===== src/rtl/dmem_arbiter.sv =====
// Two-port arbiter/sequencer for the 256-word data memory: IDLE -> ACCESS -> RESP per transaction.
// Define DMEM_ARB_RR_EN for round-robin tie-breaking; otherwise port 0 has fixed priority.
module dmem_arbiter #(
  parameter int unsigned DEPTH  = 256,
  parameter int unsigned DATA_W = 32,
  parameter int unsigned ADDR_W = 32
) (
  input  logic              clk,
  input  logic              rst,
  input  logic              r0_req,
  input  logic              r0_we,
  input  logic [ADDR_W-1:0] r0_addr,
  input  logic [DATA_W-1:0] r0_wdata,
  output logic              r0_gnt,
  output logic              r0_rvalid,
  output logic [DATA_W-1:0] r0_rdata,
  input  logic              r1_req,
  input  logic              r1_we,
  input  logic [ADDR_W-1:0] r1_addr,
  input  logic [DATA_W-1:0] r1_wdata,
  output logic              r1_gnt,
  output logic              r1_rvalid,
  output logic [DATA_W-1:0] r1_rdata,
  output logic              err,
  output logic              mem_read,
  output logic              mem_write,
  output logic [ADDR_W-1:0] mem_addr,
  output logic [DATA_W-1:0] mem_wdata,
  input  logic [DATA_W-1:0] mem_rdata
);

  typedef enum logic [1:0] {StIdle, StAccess, StResp} stateT;

  stateT             state;
  logic              owner;
  logic              isIdle;
  logic              anyReq;
  logic              pick1;
  logic              selWe;
  logic [ADDR_W-1:0] selAddr;
  logic [DATA_W-1:0] selWdata;
  logic              selInRange;
  logic [DATA_W-1:0] respWord;

`ifdef DMEM_ARB_RR_EN
  logic lastWasOne;

  // On a tie the port not granted most recently wins.
  assign pick1 = r1_req && (!r0_req || !lastWasOne);
`else
  assign pick1 = r1_req && !r0_req;
`endif

  assign isIdle     = (state == StIdle);
  assign anyReq     = r0_req || r1_req;
  assign r0_gnt     = !rst && isIdle && r0_req && !pick1;
  assign r1_gnt     = !rst && isIdle && pick1;
  assign selWe      = pick1 ? r1_we : r0_we;
  assign selAddr    = pick1 ? r1_addr : r0_addr;
  assign selWdata   = pick1 ? r1_wdata : r0_wdata;
  assign selInRange = (selAddr < ADDR_W'(DEPTH));
  // A strobe is only issued for in-range reads, so it doubles as the capture enable.
  assign respWord   = mem_read ? mem_rdata : '0;

  always_ff @(posedge clk or posedge rst) begin
    if (rst) begin
      state     <= StIdle;
      owner     <= 1'b0;
      r0_rvalid <= 1'b0;
      r1_rvalid <= 1'b0;
      r0_rdata  <= '0;
      r1_rdata  <= '0;
      err       <= 1'b0;
      mem_read  <= 1'b0;
      mem_write <= 1'b0;
      mem_addr  <= '0;
      mem_wdata <= '0;
`ifdef DMEM_ARB_RR_EN
      lastWasOne <= 1'b1;
`endif
    end else begin
      unique case (state)
        StIdle: begin
          if (anyReq) begin
            owner     <= pick1;
            mem_addr  <= selAddr;
            mem_wdata <= selWdata;
            mem_read  <= !selWe && selInRange;
            mem_write <= selWe && selInRange;
`ifdef DMEM_ARB_RR_EN
            lastWasOne <= pick1;
`endif
            state     <= StAccess;
          end
        end
        StAccess: begin
          mem_read  <= 1'b0;
          mem_write <= 1'b0;
          // No strobe in ACCESS means the address was out of range.
          err       <= !mem_read && !mem_write;
          if (owner) begin
            r1_rvalid <= 1'b1;
            r1_rdata  <= respWord;
          end else begin
            r0_rvalid <= 1'b1;
            r0_rdata  <= respWord;
          end
          state <= StResp;
        end
        StResp: begin
          r0_rvalid <= 1'b0;
          r1_rvalid <= 1'b0;
          err       <= 1'b0;
          state     <= StIdle;
        end
        default: state <= StIdle;
      endcase
    end
  end

endmodule


===== config.mk =====
export PLATFORM = sky130hd
export DESIGN_NAME = dmem_arbiter
export DESIGN_NICKNAME = d
export VERILOG_FILES = /design/src/rtl/dmem_arbiter.sv
export SDC_FILE = /design/constraint.sdc
export NUM_CORES = 1
export LEC_CHECK = 0
export ABC_AREA = 1
export CAP_MARGIN = 20
export CORE_MARGIN = 2
export CORE_UTILIZATION = 35
export CTS_CLUSTER_DIAMETER = 80
export DETAILED_ROUTE_END_ITERATION = 10
export PLACE_DENSITY = 0.72
export SLEW_MARGIN = 20
export SYNTH_ARGS = -nofsm -noshare
export SYNTH_HDL_FRONTEND = slang
export SYNTH_SLANG_ARGS = --single-unit

===== constraint.sdc =====
create_clock -name clk -period 6.3 [get_ports clk]
set_input_delay 0.63 -clock clk [delete_from_list [all_inputs] [get_ports clk]]
set_output_delay 0.63 -clock clk [all_outputs]
set_load 0.005 [all_outputs]

==> results of run 1 <==
==> state kept, by name, indices dropped and copies added (netlist names) <==
signal     cells
err            1
mem_addr      32
mem_read       1
mem_wdata     32
mem_write      1
owner          1
r0_rdata      32
r0_rvalid      1
r1_rdata      32
r1_rvalid      1
state          2
==> critical path, delay by kind of cell <==
kind	cells	cell delay, ns
AND/OR/NAND/NOR	2	0.77
buffers and inverters	2	1.24
==> through the flow <==
stage	setup WS, ns	std cells	total power, mW
global placement	3.047	1196	3.106
global route	2.891	1228	4.346
CTS	3.011	1228	4.110
detailed placement	3.009	1196	3.137
finish	3.025	1228	4.060
floorplan	2.031	716	2.113
==> power by group through the flow <==
stage	sequential, mW	combinational (mW)	clock (mW)
final	1.44	1.66	0.957
after global routing	1.49	1.84	1.01
after CTS	1.44	1.69	0.976
after detailed placement	1.45	1.68	0
after global placement	1.44	1.66	0
after floorplan	1.48	0.638	0
==> layer usage <==
layer	global-route usage	share of wire	up-vias
met5	0	0	-
met4	0.08363	0.029	0
met3	0.08617	0.11	37
met2	0.3452	0.46	255
met1	0.2446	0.40	2631
li1	-	-	2868
==> area by class of cell <==
class,instances,area (µm²)
Clock buffer,20,456.7
Sequential cell,136,3403
Fill cell,1487,6945
Multi-Input combinational cell,494,2185
Inverter,40,155.1
Tap cell,220,275.3
Clock inverter,12,115.1
Timing Repair Buffer,306,3048
==> synth_stat cells <==
cell type / number
a21oi_1: 33
o21ai_0: 119
nor2_1: 91
nand2_1: 207
nor2_4: 1
inv_2: 3
dfrtp_1: 136
buf_2: 17
and3_1: 1
buf_6: 3
buf_4: 3
clkbuf_1: 20
ha_1: 3
buf_1: 3
mux2_2: 1
nor2_2: 2
nand2_4: 1
nor3_1: 4
a31oi_1: 8
nand3b_1: 3
o21ai_1: 13
o22ai_1: 2
inv_1: 37
nand3_1: 5
==> path summary, 6_finish.rpt <==
check	from	to	slack, ns	cells past startpoint
setup / recovery	r1_req	r1_gnt	3.02	4
hold / removal	mem_addr[3]	mem_addr[3]	0.48	2
setup reg to reg	state[0]	mem_read	4.38	9
hold reg to reg	mem_addr[3]	mem_addr[3]	0.48	2
max in group asynchronous	rst	r0_rdata[12]	4.26	3
min in group asynchronous	rst	mem_addr[27]	0.74	2
==> logic make-up (layout without fill, tap and decap cells) <==
family,after synthesis,count (layout),share of synthesized area
DFF,136,136,0.5724
muxes,1,1,0.001894
and+or+nand+nor,315,315,0.2064
buffers and inverters,86,378,0.06355
AOI/OAI and AO/OA,175,175,0.1494
adders and majority gates,3,3,0.006314
==> metrics.md, run 1 <==
| Metric | Value |
|---|---|
| Outcome | `finished, final reports clean` |
| Nature of the critical path endpoint | `primary output` |
| Worst-skew pair later-pin latency | `0.41 ns` |
| Max-cap violations | `0` |
| Hold WS | `0.4814 ns` |
| Sw frac | `0.3237` |
| Resized cells post-CTS | `0` |
| Antenna cells | `0` |
| Commonest non-fill, non-tap cell in the layout | `clkdlybuf4s50_1` |
| Post-layout util | `0.5812` |
| Netlist cell types | `24` |
| Worst-path fanout max | `68` |
| Via count | `5791` |
| Setup violators final | `0` |
| Mean Syn Cell Area | `8.304 µm²` |
| Pwr per Cell Area | `roughly 420 nW/µm²` |
| NetSw | `1.314 mW` |
| Synthesized cell area | `5946 µm²` |
| Ranking of synthesized cells by area | `dfrtp_1, nand2_1, o21ai_0, nor2_1, a21oi_1` |
| Antenna violations before repair | `0` |
| CP peak stage delay | `a little under 0.7 ns` |
| Crit path kind | `input port to primary output` |
| Final-report max-slew violation count | `0` |
| Rel. slew slack | `0.4318` |
| Worst min path class | `flop to flop` |
| Clock tree from TritonCTS | `yes` |
| Seq/Total Area, Yosys | `0.5724` |
| Post-synth top area cell | `dfrtp_1` |
| Final Cell Area | `9638 µm²` |
| DP Wirelength | `13.31 mm` |
| Commonest non-fill, non-tap cells in the layout | `clkdlybuf4s50_1, nand2_1, dfrtp_1` |
| Area grow syn2layout | `62.10%` |
| VDD IR-drop max | `about 180 µV` |
| Drc violations | `0` |
| Endpoint arrival time on the critical path | `2.65 ns` |
| CP Data Required Time | `about 5.7 ns` |
| Worst-path clk slew | `approximately 0.060 ns` |
| P_int | `around 2.7 mW` |
| Clock share of power | `0.236` |
| Yosys reg bits | `about 140` |
| Synth top area share | `0.5724` |
| DR iter-0 viols | `a little over 200` |
| Post-DRT Antenna Nets | `0` |
| Comb pwr share | `0.409` |
| DRT Pass-1 Iters | `4` |
| Root Buffer | `clkbuf_16` |
| Die Y | `roughly 130 µm` |
| H-tree depth | `4` |
| Grt ovf | `0` |
| Maximum clock frequency | `approximately 310 MHz` |
| Final hold viol count | `0` |
| Worst-margin pin slew | `~0.85 ns` |
| Clock buffer depth | `2` |
| Vias in the first global route | `approximately 5800` |
| Sequential fraction of design power | `0.355` |
| I/O pins | `~300` |
| Sum of negative setup slack | `0 ns` |
| Core footprint | `approximately 17000 µm²` |
| Port-buffer cells | `300` |
| Period minus WS final | `3.275 ns` |
| Std-Cell Rows | `47` |
| Post-CTS Hold Fix Bufs | `0` |
| Synthesized Nets | `about 900` |
| First-pass GRT wire length | `about 30 mm` |
| Worst clock skew | `between 0.009 and 0.01 ns` |
| Average wire per standard cell | `~15 µm` |
| Ys Warns | `0` |
| Fin nets | `1164` |
| Drt total wl | `roughly 18 mm` |
| Syn Inst Count | `between 700 and 800` |
| CP dominant cell by count | `clkdlybuf4s50_1` |
| Crit path launch type | `input port` |
| Chip Width | `around 130 µm` |
| Post-CTS Setup Repair Bufs | `0` |
| RSZ-0062 raised after global routing | `no` |
| Pin count of the biggest net entering global routing | `between 70 and 80` |
| CP max stage cell | `clkdlybuf4s50_1` |
| Leakage | `4.221 nW` |
| Gr usage total | `0.2101` |
| Initial Util | `0.3585` |
| Mean number of vias per cell | `~4.7` |
| Fin crit share | `0.5199` |
| Total CTS buffers | `17` |
| Area after DPL | `9061 µm²` |
| Die area | `between 15000 and 20000 µm²` |
| GPL Wtd Cong | `about 0.82` |
| Critical-path cell list | `clkdlybuf4s50_1 -> nand2_4 -> nor3_1 -> clkdlybuf4s50_1` |
| Layout cell share with drive strength beyond 1 | `0.04762` |
| CTS sink cnt | `136` |
(Power assumes the default switching activity.)
==> run 2, diff against run 1 <==
- clock period: 6.3 -> 3.1 ns (I/O delays scaled with it)
==> run 2 against run 1 <==
Clock-buffer cell count decreased by 2. Clock power increased by 120%. Cell area increased by 1.4%. Non-clock buffer count increased by 7. Sequential cell count unchanged. Sequential power increased by 110%. Via count decreased by 0.60%. Critical path type is now flop to primary output. Clock skew increased by 0.0017 ns. First-iteration DRC count increased by 5.3%. Cell count increased by 0.65%. Die area unchanged. Worst setup slack got worse by 2.2 ns.
==> metrics.md, run 2 (same netlist as run 1, synthesis figures left out) <==
| Metric | Value |
|---|---|
| Std-Cell Rows | `47 (unchanged)` |
| Commonest non-fill, non-tap cells in the layout | `clkdlybuf4s50_1, nand2_1, dfrtp_1` |
| Max Used Layer | `met4` |
| Inst Count DP | `1203 (+0.59%)` |
| Drc violations | `0 (unchanged)` |
| Period minus WS final | `~2.3 ns` |
| Endpoint arrival time on the critical path | `1.94 ns (-0.71 ns)` |
| Crit path launch type | `flop` |
| Fin cells | `1236 (+0.65%)` |
| CP Data Required Time | `2.79 ns (-2.88 ns)` |
| Worst clock skew | `0.01121 ns (+0.001671 ns)` |
| DP Wirelength | `13.89 mm (+4.3%)` |
| Clock tree from TritonCTS | `yes` |
| Routed met3 length | `1.758 mm (-11%)` |
| Pwr per Cell Area | `868.0 nW/µm² (+110%)` |
| VDD IR-drop max | `431.2 µV (+140%)` |
| Pin count of the biggest net entering global routing | `67 (-11%)` |
| H-tree depth | `4 (unchanged)` |
| Port-buffer cells | `300 (unchanged)` |
| Setup slack, reg-to-reg | `1.14 ns (-3.24 ns)` |
| First-pass GRT wire length | `30.45 mm (+2.6%)` |
| DR iter-0 viols | `217 (+5.3%)` |
| Via count | `5756 (-0.60%)` |
| Post-CTS Hold Fix Bufs | `0 (unchanged)` |
| Fin crit share | `0.7268` |
| Fin nets | `1171 (+0.60%)` |
| Maximum clock frequency | `between 400 and 500 MHz` |
| Final-report max-slew violation count | `0 (unchanged)` |
| Setup violators final | `0 (unchanged)` |
| M1 WL | `7.751 mm (+4.7%)` |
| Final Cell Area | `9777 µm² (+1.4%)` |
| Root Buffer | `clkbuf_16` |
| Die Y | `134.3 µm (unchanged)` |
| Nature of the critical path endpoint | `primary output` |
| Total CTS buffers | `17 (unchanged)` |
| Mean number of vias per cell | `4.657 (-1.2%)` |
| Initial Util | `0.3585 (unchanged)` |
| Outcome | `finished, final reports clean` |
| Worst-path clk slew | `0.06 ns (about the same)` |
| Sum of negative setup slack | `0 ns (unchanged)` |
| Grt ovf | `0 (unchanged)` |
| DRT Pass-1 Iters | `4 (unchanged)` |
| Crit path kind | `flop to primary output` |
| Average wire per standard cell | `15.44 µm (+2.6%)` |
| Worst min path class | `input port to asynchronous set/reset pin` |
| Commonest non-fill, non-tap cell in the layout | `clkdlybuf4s50_1` |
| GPL Wtd Cong | `0.8247 (+0.24%)` |
| Post-CTS Setup Repair Bufs | `0 (unchanged)` |
| Worst-skew pair later-pin latency | `0.41 ns (about the same)` |
| Die area | `18050 µm² (unchanged)` |
| Rel. slew slack | `0.4094 (-0.02235)` |
| Worst-path fanout max | `5 (-93%)` |
| Chip Width | `134.3 µm (unchanged)` |
| Gr usage total | `0.2168 (+0.006732)` |
| Clock buffer depth | `2 (unchanged)` |
| Max-cap violations | `0 (unchanged)` |
| Area grow syn2layout | `64.44%` |
| RSZ-0062 raised after global routing | `no` |
| Drt total wl | `19.09 mm (+3.3%)` |
| Final hold viol count | `0 (unchanged)` |
| CTS sink cnt | `136 (unchanged)` |
| Worst-margin pin slew | `0.8827 ns (+0.03039 ns)` |
| Area after DPL | `9150 µm² (+0.98%)` |
| Resized cells post-CTS | `0 (unchanged)` |
| Layout cell share with drive strength beyond 1 | `0.05517 (+0.007553)` |
| Core footprint | `16580 µm² (unchanged)` |
| Vias in the first global route | `5788 (-0.81%)` |
| Leakage | `4.277 nW (+1.3%)` |
| I/O pins | `301 (unchanged)` |
| Metal2 WL | `9.160 mm (+7.0%)` |
| Antenna violations before repair | `1 (+1)` |
| Fillers | `1467 (-1.3%)` |
| Post-DRT Antenna Nets | `0 (unchanged)` |
[run 2: cell count changes in the layout (fill, tap and decap cells not counted), sizes merged]
cell / before / now
buf: 6 / 13
clkinv: 4 / 1
bufinv: 1 / 3
clkbuf: 20 / 18
inv: 44 / 46
clkinvlp: 3 / 4
diode: 0 / 1
[run 2: routing by layer]
| metal | vias to the layer above | track usage |
|---|---|---|
| met5 | - | 0 |
| met4 | 0 | 0.08772 |
| met3 | 24 | 0.07067 |
| met2 | 242 | 0.3594 |
| met1 | 2620 | 0.2610 |
| li1 | 2870 | - |
[run 2: worst paths after layout]
kind | start | endpoint | cells past startpoint
min in group clk | mem_rdata[20] | r0_rdata[20] | 3
setup reg to reg | state[1] | r1_rdata[3] | 5
hold / removal | rst | r0_rdata[23] | 2
max in group asynchronous | rst | r0_rdata[2] | 3
setup / recovery | state[0] | r0_gnt | 5
hold reg to reg | mem_wdata[30] | mem_wdata[30] | 2
[run 2: area by class of cell]
class | count | area, µm² | share of cell area
multi-input cells | 494 | 2180 | 0.2229
clock inverters | 14 | 185.2 | 0.01894
clock buffers | 18 | 439.2 | 0.04492
well taps | 220 | 275.3 | 0.02815
diodes | 1 | 2.502 | 0.0002560
repair buffers | 313 | 3138 | 0.3210
flip-flops and latches | 136 | 3403 | 0.3481
inverters | 40 | 153.9 | 0.01574
[run 2: stage by stage]
step,hold WS [ns],worst slack [ns],power (mW),util
after floorplan,0.4682,1.097,4.296,-
after global placement,0.4646,0.7880,6.353,0.5518
after detailed placement,0.4726,0.7183,6.414,0.5518
after CTS,0.4486,0.8255,8.611,0.5894
after global routing,0.4682,0.7437,9.119,0.5896
final,0.4311,0.8470,8.487,0.5896
[run 2: critical path, stage by stage (launching register included)]
cell and delay (ns):
dfrtp_1 0.37, inv_1 0.11, ha_1 0.20, inv_1 0.13
nor3_1 0.19, clkdlybuf4s50_1 0.54
[run 2: power breakdown]
group / total, mW / leakage [nW] / switching (mW) / internal (mW)
Sequential: 2.97 / 1.70 / 0.429 / 2.54
Combinational: 3.38 / 2.28 / 1.48 / 1.91
Clock: 2.13 / 0.297 / 0.824 / 1.31
